**config.mk**
```make
export PLATFORM = sky130hd
export DESIGN_NAME = uart_tx
export DESIGN_NICKNAME = d
export VERILOG_FILES = /design/src/rtl/uart_tx_pkg.sv /design/src/rtl/uart_tx_sync_fifo.sv /design/src/rtl/uart_tx.sv
export SDC_FILE = /design/constraint.sdc
export NUM_CORES = 1
export LEC_CHECK = 0
export CAP_MARGIN = 20
export CORE_MARGIN = 2
export CORE_UTILIZATION = 50
export CTS_BUF_LIST = sky130_fd_sc_hd__clkbuf_4 sky130_fd_sc_hd__clkbuf_8
export DETAILED_ROUTE_END_ITERATION = 16
export PLACE_DENSITY = 0.68
export SLEW_MARGIN = 0
export SYNTH_ARGS = -nofsm -noshare
export SYNTH_HDL_FRONTEND = slang
export SYNTH_SLANG_ARGS = --single-unit
```
**constraint.sdc**
```tcl
create_clock -name i_clk -period 5.3 [get_ports i_clk]
set_input_delay 0.795 -clock i_clk [delete_from_list [all_inputs] [get_ports i_clk]]
set_output_delay 0.795 -clock i_clk [all_outputs]
set_load 0.05 [all_outputs]
```
**src/rtl/uart_tx_pkg.sv**
```systemverilog
// Shared definitions for the UART blocks: line state encoding and baud-divider helpers.
package uart_tx_pkg;

  typedef enum logic [1:0] {
    IDLE  = 2'd0,
    START = 2'd1,
    DATA  = 2'd2,
    STOP  = 2'd3
  } tx_state_t;

  // Whole clock cycles spent on each bit; the remainder is dropped.
  function automatic int clks_per_bit(input int clk_hz, input int baud);
    return clk_hz / baud;
  endfunction

  // Width of a counter that runs 0..n-1, never narrower than one bit.
  function automatic int cnt_width(input int n);
    return (n <= 2) ? 1 : $clog2(n);
  endfunction

endpackage

```
**src/rtl/uart_tx_sync_fifo.sv**
```systemverilog
// Small synchronous FIFO; pushes while full and pops while empty are ignored.
module sync_fifo #(
  parameter int WIDTH = 8,
  parameter int DEPTH = 4
) (
  input  logic                   clk,
  input  logic                   reset,
  input  logic                   push,
  input  logic                   pop,
  input  logic [WIDTH-1:0]       wdata,
  output logic [WIDTH-1:0]       rdata,
  output logic                   full,
  output logic                   empty,
  output logic [$clog2(DEPTH):0] count
);

  localparam int PTR_W = $clog2(DEPTH);

  logic [WIDTH-1:0] mem [DEPTH];
  logic [PTR_W-1:0] wr_ptr;
  logic [PTR_W-1:0] rd_ptr;
  logic             do_push;
  logic             do_pop;

  assign full    = (count == (PTR_W + 1)'(DEPTH));
  assign empty   = (count == '0);
  assign do_push = push && !full;
  assign do_pop  = pop && !empty;
  assign rdata   = mem[rd_ptr];

  // Storage array; contents need no reset because count gates every read.
  always_ff @(posedge clk) begin
    if (do_push) begin
      mem[wr_ptr] <= wdata;
    end
  end

  // Pointers wrap naturally since DEPTH is a power of two; count tracks occupancy.
  always_ff @(posedge clk) begin
    if (reset) begin
      wr_ptr <= '0;
      rd_ptr <= '0;
      count  <= '0;
    end else begin
      if (do_push) begin
        wr_ptr <= wr_ptr + 1'b1;
      end
      if (do_pop) begin
        rd_ptr <= rd_ptr + 1'b1;
      end
      case ({do_push, do_pop})
        2'b10:   count <= count + 1'b1;
        2'b01:   count <= count - 1'b1;
        default: count <= count;
      endcase
    end
  end

endmodule

```
**src/rtl/uart_tx.sv**
```systemverilog
// 8N1 UART transmitter, LSB first, fed from a small byte FIFO.
module uart_tx
  import uart_tx_pkg::*;
#(
  parameter int CLK_HZ     = 16_000_000,
  parameter int BAUD       = 9600,
  parameter int FIFO_DEPTH = 4
) (
  input  logic       i_clk,
  input  logic       i_reset,
  input  logic [7:0] i_data,
  input  logic       i_write,
  output logic       o_full,
  output logic       o_busy,
  output logic       o_tx
);

  localparam int CLKS_PER_BIT = clks_per_bit(CLK_HZ, BAUD);
  localparam int CNT_W        = cnt_width(CLKS_PER_BIT);
  localparam logic [CNT_W-1:0] LAST_TICK = CNT_W'(CLKS_PER_BIT - 1);

  tx_state_t  state_q, state_d;
  logic [CNT_W-1:0] baud_q, baud_d;
  logic [2:0] bit_q, bit_d;
  logic [7:0] shift_q, shift_d;
  logic       baud_done;

  logic                        fifo_pop;
  logic [7:0]                  fifo_rdata;
  logic                        fifo_full;
  logic                        fifo_empty;
  logic [$clog2(FIFO_DEPTH):0] fifo_count;

  sync_fifo #(
    .WIDTH (8),
    .DEPTH (FIFO_DEPTH)
  ) u_fifo (
    .clk   (i_clk),
    .reset (i_reset),
    .push  (i_write),
    .pop   (fifo_pop),
    .wdata (i_data),
    .rdata (fifo_rdata),
    .full  (fifo_full),
    .empty (fifo_empty),
    .count (fifo_count)
  );

  assign baud_done = (baud_q == LAST_TICK);
  assign o_full    = fifo_full;
  assign o_busy    = (fifo_count != '0) || (state_q != IDLE);

  // Line level comes straight from registered state so a write never reaches the pin combinationally.
  always_comb begin
    o_tx = 1'b1;
    case (state_q)
      START:   o_tx = 1'b0;
      DATA:    o_tx = shift_q[0];
      default: o_tx = 1'b1;
    endcase
  end

  // Frame sequencing: pop a byte when idle, then hold each bit for one baud period.
  always_comb begin
    state_d  = state_q;
    baud_d   = baud_q;
    bit_d    = bit_q;
    shift_d  = shift_q;
    fifo_pop = 1'b0;
    case (state_q)
      IDLE: begin
        baud_d = '0;
        bit_d  = '0;
        if (!fifo_empty) begin
          fifo_pop = 1'b1;
          shift_d  = fifo_rdata;
          state_d  = START;
        end
      end
      START: begin
        if (baud_done) begin
          baud_d  = '0;
          bit_d   = '0;
          state_d = DATA;
        end else begin
          baud_d = baud_q + 1'b1;
        end
      end
      DATA: begin
        if (baud_done) begin
          baud_d  = '0;
          shift_d = {1'b0, shift_q[7:1]};
          if (bit_q == 3'd7) begin
            state_d = STOP;
          end else begin
            bit_d = bit_q + 1'b1;
          end
        end else begin
          baud_d = baud_q + 1'b1;
        end
      end
      STOP: begin
        if (baud_done) begin
          baud_d  = '0;
          state_d = IDLE;
        end else begin
          baud_d = baud_q + 1'b1;
        end
      end
      default: begin
        state_d = IDLE;
        baud_d  = '0;
      end
    endcase
  end

  // Serializer registers; reset abandons any frame in flight.
  always_ff @(posedge i_clk) begin
    if (i_reset) begin
      state_q <= IDLE;
      baud_q  <= '0;
      bit_q   <= '0;
      shift_q <= '0;
    end else begin
      state_q <= state_d;
      baud_q  <= baud_d;
      bit_q   <= bit_d;
      shift_q <= shift_d;
    end
  end

endmodule
```
==> flow_summary_export.csv <==
group,metric,value,unit
status,status,"finished, final reports clean",
sta,tns,0,ns
global_routing,grt_overflow_total,0,
clock_network,clk_pin_slew,0.08,ns
yosys,synthTopCellsByArea,"edfxtp_1 33%, dfxtp_1 23%, ha_1 6.4%, mux4_2 6.2%, xor2_1 3.3%",
power_and_ir_drop,p_leak,0.00120,µW
clock_network,cts_made_buffers,9,
floorplan,dieArea,6480,µm²
finish,fin_cells,318,
worst_setup_path,cp.required,4.51,ns
sta,timing.final.ws_setup,2.01,ns
place,placed_cells,302,
finish,final_nets,268,
detailed_routing,drtAntennaViolNets,0,
sta,finClkSkew,0.00745,ns
sta,holdWs,0.500,ns
clock_network,cts_resized,0,
yosys,yosys.area.top_type,"edfxtp_1",
floorplan,core,5570,µm²
finish,area_growth,11.8,%
yosys,synth_top_area_share,0.328,
clock_network,clock_latency,0.34,ns
yosys,synth.avg_cell_area,12.9,µm²
floorplan,die_h,80.5,µm
place,dp_hpwl,3300,µm
clock_network,cts_hold_buffers,0,
detailed_routing,via_count,1746,
worst_setup_path,cp_num_buf_inv,2,
global_routing,grt_pass1_vias,1747,
worst_setup_path,critPathCaptureType,"primary output",
detailed_routing,remaining_drc_errors,0,
global_routing,grt_max_degree,23,
sta,setup_viol,0,
hold_path,hp-class,"flip-flop to flip-flop",
yosys,synth_edf_count,32,
floorplan,std_cell_rows,27,
global_routing,antenna_found_initial,0,
global_routing,grt_usage,0.174,
yosys,ys.flop_type,"dfxtp_1",
worst_setup_path,crit_fanout,20,
worst_setup_path,cp_data_arrival_time,2.50,ns
place,io_buffer_count,13,
clock_network,clockBufferDepth,2,
sta,clock.fmax,304,MHz
global_routing,grt_pass1_wl,8300,µm
sta,worstMarginPinSlew,0.892,ns
clock_network,clock-root-buffer,"clkbuf_8",
floorplan,ios,14,
sta,drv_slew,0,
power_and_ir_drop,powerDensity,498,nW/µm²
yosys,synthesis.nets,254,
clock_network,post_cts_buffers,0,
place,place.gp.congestion,0.735,
clock_network,clkSinkCount,65,
yosys,seq_area_frac_synth,0.554,
detailed_routing,routed_wl,4830,µm
floorplan,initial_core_util,0.525,
detailed_routing,first_pass_iters,4,
sta,period_needed,3.29,ns
worst_setup_path,path_class,"flip-flop to primary output",
yosys,syn_area,2930,µm²
sta,rsz0062_at_grt,"no",
place,place_ws,2.39,ns
detailed_routing,post_drt_wl_per_cell,15.2,µm
worst_setup_path,max_stage_delay,0.92,ns
worst_setup_path,crit_slowest_cell,"clkdlybuf4s50_1",
yosys,synth_warnings,0,
job,drv_cap,0,
yosys,syn_inst,227,
power_and_ir_drop,irDropWorstVdd,0.226,mV
clock_network,h-tree-depth,3,
finish,mostFrequentLayoutCells,"33 x dfxtp_1, 32 x edfxtp_1, 21 x nor2_1",
sta,hold_viol_final,0,
finish,n_antenna_cell,0,
clock_network,cts_tree,"done",
worst_setup_path,cp_cell_sequence,"inv_1, ha_1, nand2_1, clkdlybuf4s50_1",
worst_setup_path,cp-start-kind,"flip-flop",
yosys,synth-async-reset-ratio,0,
finish,layout_commonest_cell,"dfxtp_1",
finish,drive_gt1_frac,0.134,
sta,post-route-period-util,0.622,
yosys,synthDistinctLibCells,47,
floorplan,die_w,80.5,µm
detailed_routing,first_iter_violations,95,
yosys,ys_ff_latch,65,
worst_setup_path,path_delay_family,"buffers and inverters",
detailed_routing,viasPerCell,5.49,
sta,timing.slew.headroom,0.403,
==> synthesized netlist by cell type (2+ instances only) <==
master / instances
nand4_1: 3
nand2b_1: 2
and2_1: 6
xnor2_1: 3
or4b_4: 2
inv_1: 10
and4_1: 2
dfxtp_1: 33
clkbuf_1: 7
nor4b_1: 2
nand2_1: 8
edfxtp_1: 32
a21oi_1: 11
nor2_1: 21
nand3_1: 3
or3_1: 2
buf_6: 2
a311oi_1: 5
xor2_1: 11
a311oi_2: 2
mux2i_1: 8
ha_1: 15
mux4_2: 8
o21ai_0: 3
a22o_1: 2
nor3_1: 3
==> registers in the layout (all words and copies together) (netlist names), named ones only <==
signal,flops
state_q,2
bit_q,3
u_fifo.wr_ptr,2
shift_q,8
u_fifo.mem,32
u_fifo.rd_ptr,2
u_fifo.count,3
baud_q,11
==> per-layer routing <==
metal,track usage,up-vias,part of all wire
li1,-,870,-
met1,0.223,845,0.48
met2,0.267,20,0.46
met3,0.0472,11,0.028
met4,0.0966,0,0.024
met5,0,-,0
==> final timing paths <==
check | slack (ns) | depth (start not counted) | end | start
setup / recovery | 2.01 | 4 | o_busy | state_q[0]
hold / removal | 0.50 | 1 | baud_q[0] | baud_q[0]
setup reg to reg | 2.76 | 6 | shift_q[5] | state_q[0]
hold reg to reg | 0.50 | 1 | baud_q[0] | baud_q[0]
==> through the flow <==
step	utilization	area (µm²)	power (µW)
finish	0.587	3270	1630
global placement	0.555	3090	1250
global route	0.587	3270	1740
detailed placement	0.555	3090	1260
CTS	0.587	3270	1640
floorplan	-	2930	1160
==> area by class of cell <==
cell class / instances / area, µm²
Fill cell: 458 / 2300
Sequential cell: 65 / 1620
Multi-Input combinational cell: 141 / 1210
Timing Repair Buffer: 13 / 130
Clock buffer: 9 / 124
Tap cell: 72 / 90.1
Clock inverter: 7 / 53.8
Inverter: 11 / 42.5
==> power by group <==
group / total [µW] / switching, µW / leakage (µW) / internal (µW)
combinational: 582 / 338 / 0.000554 / 244
sequential: 671 / 58.7 / 0.000563 / 612
clock: 377 / 205 / 0.0000839 / 172
total: 1630 / 601 / 0.00120 / 1030
==> cell families (layout without fill, tap and decap cells) <==
kind of cell | after synthesis | count (layout) | share of synthesized area
DFF | 65 | 65 | 0.554
and+or+nand+nor | 60 | 60 | 0.113
AOI/OAI and AO/OA | 34 | 34 | 0.0941
buffers and inverters | 21 | 40 | 0.0329
muxes | 17 | 17 | 0.0928
adders and majority gates | 16 | 16 | 0.0710
xor gates and xnor gates | 14 | 14 | 0.0419
Power figures use the tool's default switching activity.
==> RTL change (config.mk and constraints unchanged) <==
Re-encode `tx_state_t` (4 states) as one-hot, 4 bits wide.
--- a/src/rtl/uart_tx_pkg.sv
+++ b/src/rtl/uart_tx_pkg.sv
@@ -1,11 +1,11 @@
 // Shared definitions for the UART blocks: line state encoding and baud-divider helpers.
 package uart_tx_pkg;
 
-  typedef enum logic [1:0] {
-    IDLE  = 2'd0,
-    START = 2'd1,
-    DATA  = 2'd2,
-    STOP  = 2'd3
+  typedef enum logic [3:0] {
+    IDLE  = 4'b0001,
+    START = 4'b0010,
+    DATA  = 4'b0100,
+    STOP  = 4'b1000
   } tx_state_t;
 
   // Whole clock cycles spent on each bit; the remainder is dropped.
Function: same outputs for any inputs over 10 cycles, from zero or initial values and one cycle with i_reset high; not proved beyond that.
==> RTL change against the original RTL <==
Sequential cell count rose by 2. Clock skew rose by 0.0028 ns. Largest cell class unchanged. Highest routed layer unchanged. Setup slack improved by 0.16 ns. Critical path type unchanged. Synthesized cell count rose by 5.7%. Cell area rose by 2.0%. Power fell by 3.1%. Core utilization fell by 1.7 points. Wire length fell by 1.7%. Sequential share of layout area rose by 0.25 points. Largest power group unchanged. Area after synthesis rose by 2.7%.
==> RTL change: results (changes against the original RTL) <==
metric	value	unit	change
synthMuxAreaShare	10.0	%	was 9.28%
coreArea	5850	um^2	was 5570 um^2
synthXorXnorAreaFrac	4.95	%	was 4.19%
hold_path_startpoint	bit_q[2]		was baud_q[0]
drt_pass1_iterations	6		was 4
nets	272		was 268
drt_iter0_markers	67		was 95
rr_worst_depth	9		was 6
synthesis.nets	261		was 254
slew_headroom	63.0	%	was 40.3%
whs	0.469	ns	was 0.500 ns
ys_types	50		was 47
wire_per_inst	14.3	um	was 15.2 um
synth_area_leaders	edfxtp_1 (32%), dfxtp_1 (23%), mux4_2 (6.0%), ha_1 (3.7%), mux2i_1 (3.7%)		was edfxtp_1 (33%), dfxtp_1 (23%), ha_1 (6.4%), mux4_2 (6.2%), xor2_1 (3.3%)
seq_area_frac_synth	55.3	%	was 55.4%
netlist_top_cells_count	dfxtp_1 (35), edfxtp_1 (32), nor2_1 (22), mux2i_1 (11), inv_1 (10)		was dfxtp_1 (33), edfxtp_1 (32), nor2_1 (21), ha_1 (15)
drive_above_1_share	12.1	%	was 13.4%
clkSlewWorstSetupHoldPaths	0.06	ns	was 0.08 ns
dp.cells	315		was 302
r2r_start	state_q[0]		unchanged
skew	0.0102	ns	was 0.00745 ns
status	complete, no violations		unchanged
vias	1797		was 1746
gp_congestion	0.747		was 0.735
worstPathArrival	2.34	ns	was 2.50 ns
==> RTL change: cell type report <==
type,instances,area share [%]
sequential,67,49.8
multi-input combinational,149,36.6
clock buffer,14,5.22
timing repair buffer,13,3.90
tap,75,2.81
inverter,11,1.24
clock inverter,2,0.375
==> RTL change: routing by layer <==
layer	part of all wire (%)	vias up	global-route usage (%)
met5	0	-	0
met4	2.2	0	8.64
met3	2.9	10	3.96
met2	46	24	24.5
met1	49	856	23.4
li1	-	907	-
==> RTL change: through the flow <==
stage          util, %  setup WS, ns
2_1_floorplan        -          2.17
3_3_place_gp      53.8          2.55
3_5_place_dp      53.8          2.51
4_1_cts           57.0          2.15
5_1_grt           57.0          2.05
6_report          57.0          2.16
==> RTL change: worst max-delay path, delay by kind of cell, from the launching register on <==
family / cells / cell delay [ns]
buffers and inverters: 2 / 0.82
DFF: 1 / 0.60
and+or+nand+nor: 1 / 0.33
AOI/OAI and AO/OA: 1 / 0.26
==> RTL change: worst max path at each step <==
| stage | startpoint | to | slack (ns) | cells past startpoint |
|---|---|---|---|---|
| 2_1_floorplan | u_fifo.count[2] | u_fifo.count[2] | 2.17 | 10 |
| 3_3_place_gp | state_q[2] | o_tx | 2.55 | 4 |
| 3_5_place_dp | i_write | u_fifo.count[2] | 2.51 | 9 |
| 4_1_cts | state_q[2] | o_tx | 2.15 | 4 |
| 5_1_grt | state_q[2] | o_tx | 2.05 | 4 |
| 6_report | state_q[2] | o_tx | 2.16 | 4 |
==> RTL change: report_power, final <==
| part | switching (mW) | leakage (nW) | total (mW) | internal, mW |
|---|---|---|---|---|
| sequential | 0.0785 | 0.579 | 0.717 | 0.638 |
| combinational | 0.256 | 0.533 | 0.474 | 0.218 |
| clock | 0.179 | 0.0969 | 0.390 | 0.211 |
